==> config.mk <==
export PLATFORM = sky130hd
export DESIGN_NAME = bsk_prm_com_out
export DESIGN_NICKNAME = d
export VERILOG_FILES = /design/src/rtl/bsk_prm_com_out.sv
export SDC_FILE = /design/constraint.sdc
export NUM_CORES = 1
export LEC_CHECK = 0
export BUFFER_PORTS_ARGS = -buffer_cell sky130_fd_sc_hd__buf_2
export CORE_ASPECT_RATIO = 0.7
export CORE_UTILIZATION = 50
export CTS_CLUSTER_DIAMETER = 100
export DETAILED_ROUTE_END_ITERATION = 10
export PLACE_DENSITY = 0.66
export SETUP_SLACK_MARGIN = 0.3
export SLEW_MARGIN = 10
export SYNTH_ARGS = -nofsm -noshare
export SYNTH_HDL_FRONTEND = slang
export SYNTH_SLANG_ARGS = --single-unit
==> constraint.sdc <==
create_clock -name iClk -period 3.69 [get_ports iClk]
set_clock_uncertainty 0.1 [all_clocks]
set_input_delay 0.738 -clock iClk [delete_from_list [all_inputs] [get_ports iClk]]
set_output_delay 0.738 -clock iClk [all_outputs]
set_load 0.05 [all_outputs]
==> src/rtl/bsk_prm_com_out.sv <==
// rtl/bsk_prm_com_out.sv - PRM receiver relay output stage with filter, hold and CPU watchdog
//
// Purpose:
//   Takes the active-low command lines and terminal enable from the PRM
//   command register and drives the terminal relays. Each channel is
//   synchronised, glitch filtered and stretched to a minimum hold time.
//   A CPU-refresh watchdog forces every relay off if the processor stops
//   writing.
//
// Ports:
//   iClk     in   1      system clock
//   iRes     in   1      asynchronous active-low reset
//   iCom     in   WIDTH  command lines, active low, asynchronous
//   iEnable  in   1      terminal enable, active low, asynchronous
//   iKick    in   1      CPU write strobe, active low; falling edge refreshes watchdog
//   oRelay   out  WIDTH  relay drive, active low, registered
//   oWdtErr  out  1      watchdog tripped, registered
//   oRun     out  1      watchdog in RUN, registered

module bsk_prm_com_out #(
    parameter int          WIDTH  = 16,
    parameter int          FILTER = 4,
    parameter logic [15:0] HOLD   = 16'd1000,
    parameter logic [23:0] WDT    = 24'd500000
) (
    input  logic             iClk,
    input  logic             iRes,
    input  logic [WIDTH-1:0] iCom,
    input  logic             iEnable,
    input  logic             iKick,
    output logic [WIDTH-1:0] oRelay,
    output logic             oWdtErr,
    output logic             oRun
);

    typedef enum logic [1:0] {
        ST_DIS  = 2'd0,
        ST_RUN  = 2'd1,
        ST_TRIP = 2'd2
    } state_t;

    localparam logic [3:0]  FILT_LAST = 4'(FILTER - 1);
    localparam logic [23:0] WDT_LAST  = WDT - 24'd1;

    logic [WIDTH-1:0]       com_s1_q, com_s1_d, com_s2_q, com_s2_d;
    logic                   en_s1_q, en_s1_d, en_s2_q, en_s2_d;
    logic                   kick_s1_q, kick_s1_d, kick_s2_q, kick_s2_d;
    logic                   kick_s3_q, kick_s3_d;
    logic [WIDTH-1:0]       flt_q, flt_d;
    logic [WIDTH-1:0][3:0]  cnt_q, cnt_d;
    logic [WIDTH-1:0][15:0] hold_q, hold_d;
    state_t                 state_q, state_d;
    logic [23:0]            wdt_q, wdt_d;
    logic [WIDTH-1:0]       relay_q, relay_d;
    logic                   err_q, err_d;
    logic                   run_q, run_d;
    logic                   kick;
    logic [WIDTH-1:0]       active;

    always_comb begin
        com_s1_d  = iCom;
        com_s2_d  = com_s1_q;
        en_s1_d   = iEnable;
        en_s2_d   = en_s1_q;
        kick_s1_d = iKick;
        kick_s2_d = kick_s1_q;
        kick_s3_d = kick_s2_q;

        // Third kick flop only remembers the previous synchronised level.
        kick = ~kick_s2_q & kick_s3_q;

        flt_d  = flt_q;
        cnt_d  = '0;
        hold_d = hold_q;
        active = '0;
        for (int i = 0; i < WIDTH; i++) begin
            if (com_s2_q[i] != flt_q[i]) begin
                if (cnt_q[i] == FILT_LAST) begin
                    flt_d[i] = com_s2_q[i];
                end else begin
                    cnt_d[i] = cnt_q[i] + 4'd1;
                end
            end
            // A fresh assertion reloads only when no hold is still running.
            if (flt_q[i] && !flt_d[i] && (hold_q[i] == 16'd0)) begin
                hold_d[i] = HOLD;
            end else if (hold_q[i] != 16'd0) begin
                hold_d[i] = hold_q[i] - 16'd1;
            end
            active[i] = ~flt_d[i] | (hold_d[i] != 16'd0);
        end

        state_d = state_q;
        wdt_d   = wdt_q;
        case (state_q)
            ST_DIS: begin
                wdt_d = '0;
                if (!en_s2_q) begin
                    state_d = ST_RUN;
                end
            end
            ST_RUN: begin
                if (kick) begin
                    wdt_d = '0;
                end else if (wdt_q == WDT_LAST) begin
                    state_d = ST_TRIP;
                    wdt_d   = '0;
                end else begin
                    wdt_d = wdt_q + 24'd1;
                end
            end
            ST_TRIP: begin
                wdt_d = '0;
                if (kick) begin
                    state_d = ST_RUN;
                end
            end
            default: begin
                state_d = ST_DIS;
                wdt_d   = '0;
            end
        endcase
        // Losing the terminal enable beats any kick.
        if (en_s2_q) begin
            state_d = ST_DIS;
            wdt_d   = '0;
        end

        // Outputs follow the next state so gating acts on the entry clock.
        relay_d = (state_d == ST_RUN) ? ~active : '1;
        run_d   = (state_d == ST_RUN);
        err_d   = (state_d == ST_TRIP);
    end

    always_ff @(posedge iClk or negedge iRes) begin
        if (!iRes) begin
            com_s1_q  <= '1;
            com_s2_q  <= '1;
            en_s1_q   <= 1'b1;
            en_s2_q   <= 1'b1;
            kick_s1_q <= 1'b1;
            kick_s2_q <= 1'b1;
            kick_s3_q <= 1'b1;
            flt_q     <= '1;
            cnt_q     <= '0;
            hold_q    <= '0;
            state_q   <= ST_DIS;
            wdt_q     <= '0;
            relay_q   <= '1;
            err_q     <= 1'b0;
            run_q     <= 1'b0;
        end else begin
            com_s1_q  <= com_s1_d;
            com_s2_q  <= com_s2_d;
            en_s1_q   <= en_s1_d;
            en_s2_q   <= en_s2_d;
            kick_s1_q <= kick_s1_d;
            kick_s2_q <= kick_s2_d;
            kick_s3_q <= kick_s3_d;
            flt_q     <= flt_d;
            cnt_q     <= cnt_d;
            hold_q    <= hold_d;
            state_q   <= state_d;
            wdt_q     <= wdt_d;
            relay_q   <= relay_d;
            err_q     <= err_d;
            run_q     <= run_d;
        end
    end

    assign oRelay  = relay_q;
    assign oWdtErr = err_q;
    assign oRun    = run_q;

endmodule

==> impl_results.md <==
* DIE HEIGHT at around 170 um
* Clk Latency, worst-skew pair at about 540 ps
* Wirelength per Cell at 15.33 um
* Status: finished clean
* CP Class: reg -> reg
* Peak supply drop at 0.3999 mV
* Final Slew Violations at 0
* Post-route minimum period at 3202 ps
* Clk sink count at around 420
* #FFs+latches synth at between 400 and 500
* Syn Area/Cell at approximately 10 um2
* Crit share post-route at ~87%
* Worst-path fanout max at 8
* I/O pin total at 38
* Placed Cells at about 2,600
* Hold-fix buffers, CTS at 0
* Leakage at 9.567 nW
* Ant diodes at 0
* Unrepaired setup endpoints after global routing: false
* Worst Tran Pin Value at between 900 and 1000 ps
* DR vias/cell at 5.709
* CP arrival at ~3600 ps
* Main combinational cell family by area after synthesis: simple AND/OR/NAND/NOR gates
* Post-DP Area at 21,380 um2
* Post-CTS Setup Bufs at 0
* Post-Synth XOR/XNOR Area at 6.480%
* Gate Count Post-Synth at between 1,500 and 2,000
* Yosys warnings at 0
* Compound-Gate Fraction of Synth Area at around 8.8%
* Grt total ovfl at 0
* Clk root buf: clkbuf_16
* Core area at 39,990 um2
* Synthesized area at ~20,000 um2
* Mux share of post-synthesis cell area at 2.403%
* Pwr Density at just under 800 nW/um2
* Synth Net Count at roughly 2,100
* Final Instance Area at between 20,000 and 25,000 um2
* Post-layout nets at about 2,100
* Num rows at 61
* Endpoints failing hold at 0
* Simple-gate share of the synthesized area at between 20% and 30%
* Cts repair resizes at 0
* Setup Total Neg Slack at 0 ps
* Distinct cells, synth at 73
* Final setup violation count at 0
* Pre-antenna DRT Iters at 7
* Post-Route WL at 40,320 um
* Post-DRT Antenna Nets at 0
* Post-route DRC at 0
* Max-Cap Viols at 0
* Fraction of the mapped netlist area in adder cells at between 3 and 4%
* Vias in the first global route at ~14,000
* Commonest non-fill, non-tap cell in the layout: dfrtp_1
* Hpwl dp at 28,130 um
* Sequential element share of the synthesized area at 51.55%
* Buffer depth of the longest clock path at 3
* Fmax at about 310 MHz
* Ys async rst share at 100.0%
* H-tree Lvls at 2
* Multi-input logic area at around 9600 um2
* Clk slew on worst S/H paths at 70 ps
* Initial antenna violation count at 0
* Initial core utilization at ~51%
* Routability cong. at just over 0.9
* Largest net degree at the start of global routing at between 100 and 150
* Worst slew margin at 39.47%
* FF/Latch Area at 10,520 um2
* Total track usage at about a fifth
* Hold Path Class: in -> async
* Number of flops mapped to enable cells by yosys at 0
* Worst EP required at around 4000 ps
* Post-Layout Cell Count at about 2,600
* FILL cells at 3,490
* Die W at 243.5 um
* Initial DRC Count at about 950
* CTS buffer count at 42
* Synth Flop Type: dfrtp_1
* Total power at approximately 0.018 W
* Most frequent cells in the layout: dfrtp_1 (348), nor2_1 (178), nand2_1 (138)
* IO buf count at 37
* Share of cells above drive strength 1 at between 10% and 20%
* Startpoint types: flip-flop
* Area delta synth->final at 11.34%
* Critical path endpoint category: flip-flop
* First-pass GRT wire length at 69,080 um
* Vias at approximately 15,000
* Die area at ~42,000 um2
* CTS tree: built
stage by stage:
step | setup slack (ps) | hold WS [ps] | utilization [%]
CTS | 433.1 | 149.3 | 56.77
floorplan | 734.0 | 245.2 | -
finish | 487.7 | 130.9 | 56.82
global placement | 608.1 | 245.8 | 53.45
global route | 306.7 | 154.9 | 56.82
detailed placement | 449.7 | 246.8 | 53.45
registers in the layout, summed over array words and instances, names as in the netlist, 2 cells and up:
register,flops
com_s1_q,16
cnt_q,64
state_q,2
com_s2_q,16
flt_q,16
wdt_q,24
hold_q,256
oRelay,16
worst paths after layout:
path	start	to	slack, ps	depth (start not counted)
max in group asynchronous	iRes	com_s1_q[15]	2370	2
min in group iClk	iCom[14]	com_s1_q[14]	180	1
min	iRes	hold_q[129]	130	1
max reg2reg	hold_q[48]	oRelay[3]	490	9
max	hold_q[48]	oRelay[3]	490	9
min reg2reg	com_s1_q[1]	com_s2_q[1]	250	0
Yosys cell counts (9+ instances only):
cell,count,area share [%]
a211oi_1,16,0.59
or4_1,37,1.4
nor3_1,121,3.0
o21ai_0,76,1.9
mux2i_1,13,0.64
mux2_2,32,1.8
nand3b_1,41,1.5
nor4_1,70,2.1
dfstp_2,69,8.9
nor4b_1,13,0.56
o31ai_1,28,1.0
inv_1,57,1.0
or3_1,54,1.7
nand3_1,87,2.1
a31oi_1,10,0.31
nor2b_1,23,0.71
a21o_1,17,0.63
nand2b_1,41,1.3
o211ai_1,10,0.37
a21oi_1,79,1.9
dfrtp_1,348,43
nor2_1,178,3.3
or2_2,15,0.46
nor3b_1,28,1.0
xor2_1,82,3.5
xnor2_1,69,3.0
nand4_1,27,0.83
ha_1,49,3.0
clkbuf_1,25,0.46
and2_1,9,0.28
and3_1,18,0.55
nand4b_1,11,0.47
nand2_1,138,2.5
cells by family after synthesis:
logic type	after synthesis
and+or+nand+nor	957
DFF	417
AOI/OAI and AO/OA	283
xor gates and xnor gates	151
buffers and inverters	88
adders and majority gates	49
muxes	45
routing by layer:
| layer | wire, um | global-route usage [%] |
|---|---|---|
| met4 | 638 | 4.594 |
| met3 | 1597 | 2.933 |
| met5 | 0 | 0 |
| met1 | 20850 | 30.03 |
| met2 | 17240 | 29.39 |
power breakdown:
part	internal [W]	switching [W]
registers	0.00629	0.00190
logic	0.00250	0.00304
clock network	0.00239	0.00174
area by class of cell:
class	count	area share, %
sequential	417	46.30
multi-input combinational	1485	42.06
clock buffer	68	5.501
tap	535	2.946
timing repair buffer	60	1.894
inverter	57	0.9416
clock inverter	9	0.3524
critical path, cell delays in order (launching register included):
cell	delay, ps
dfrtp_1	410
inv_1	110
ha_1	160
or4b_1	550
nor4_4	360
and2_1	360
a32oi_1	170
or3_1	350
or4_1	400
o21ai_1	140
(Power assumes the default switching activity.)
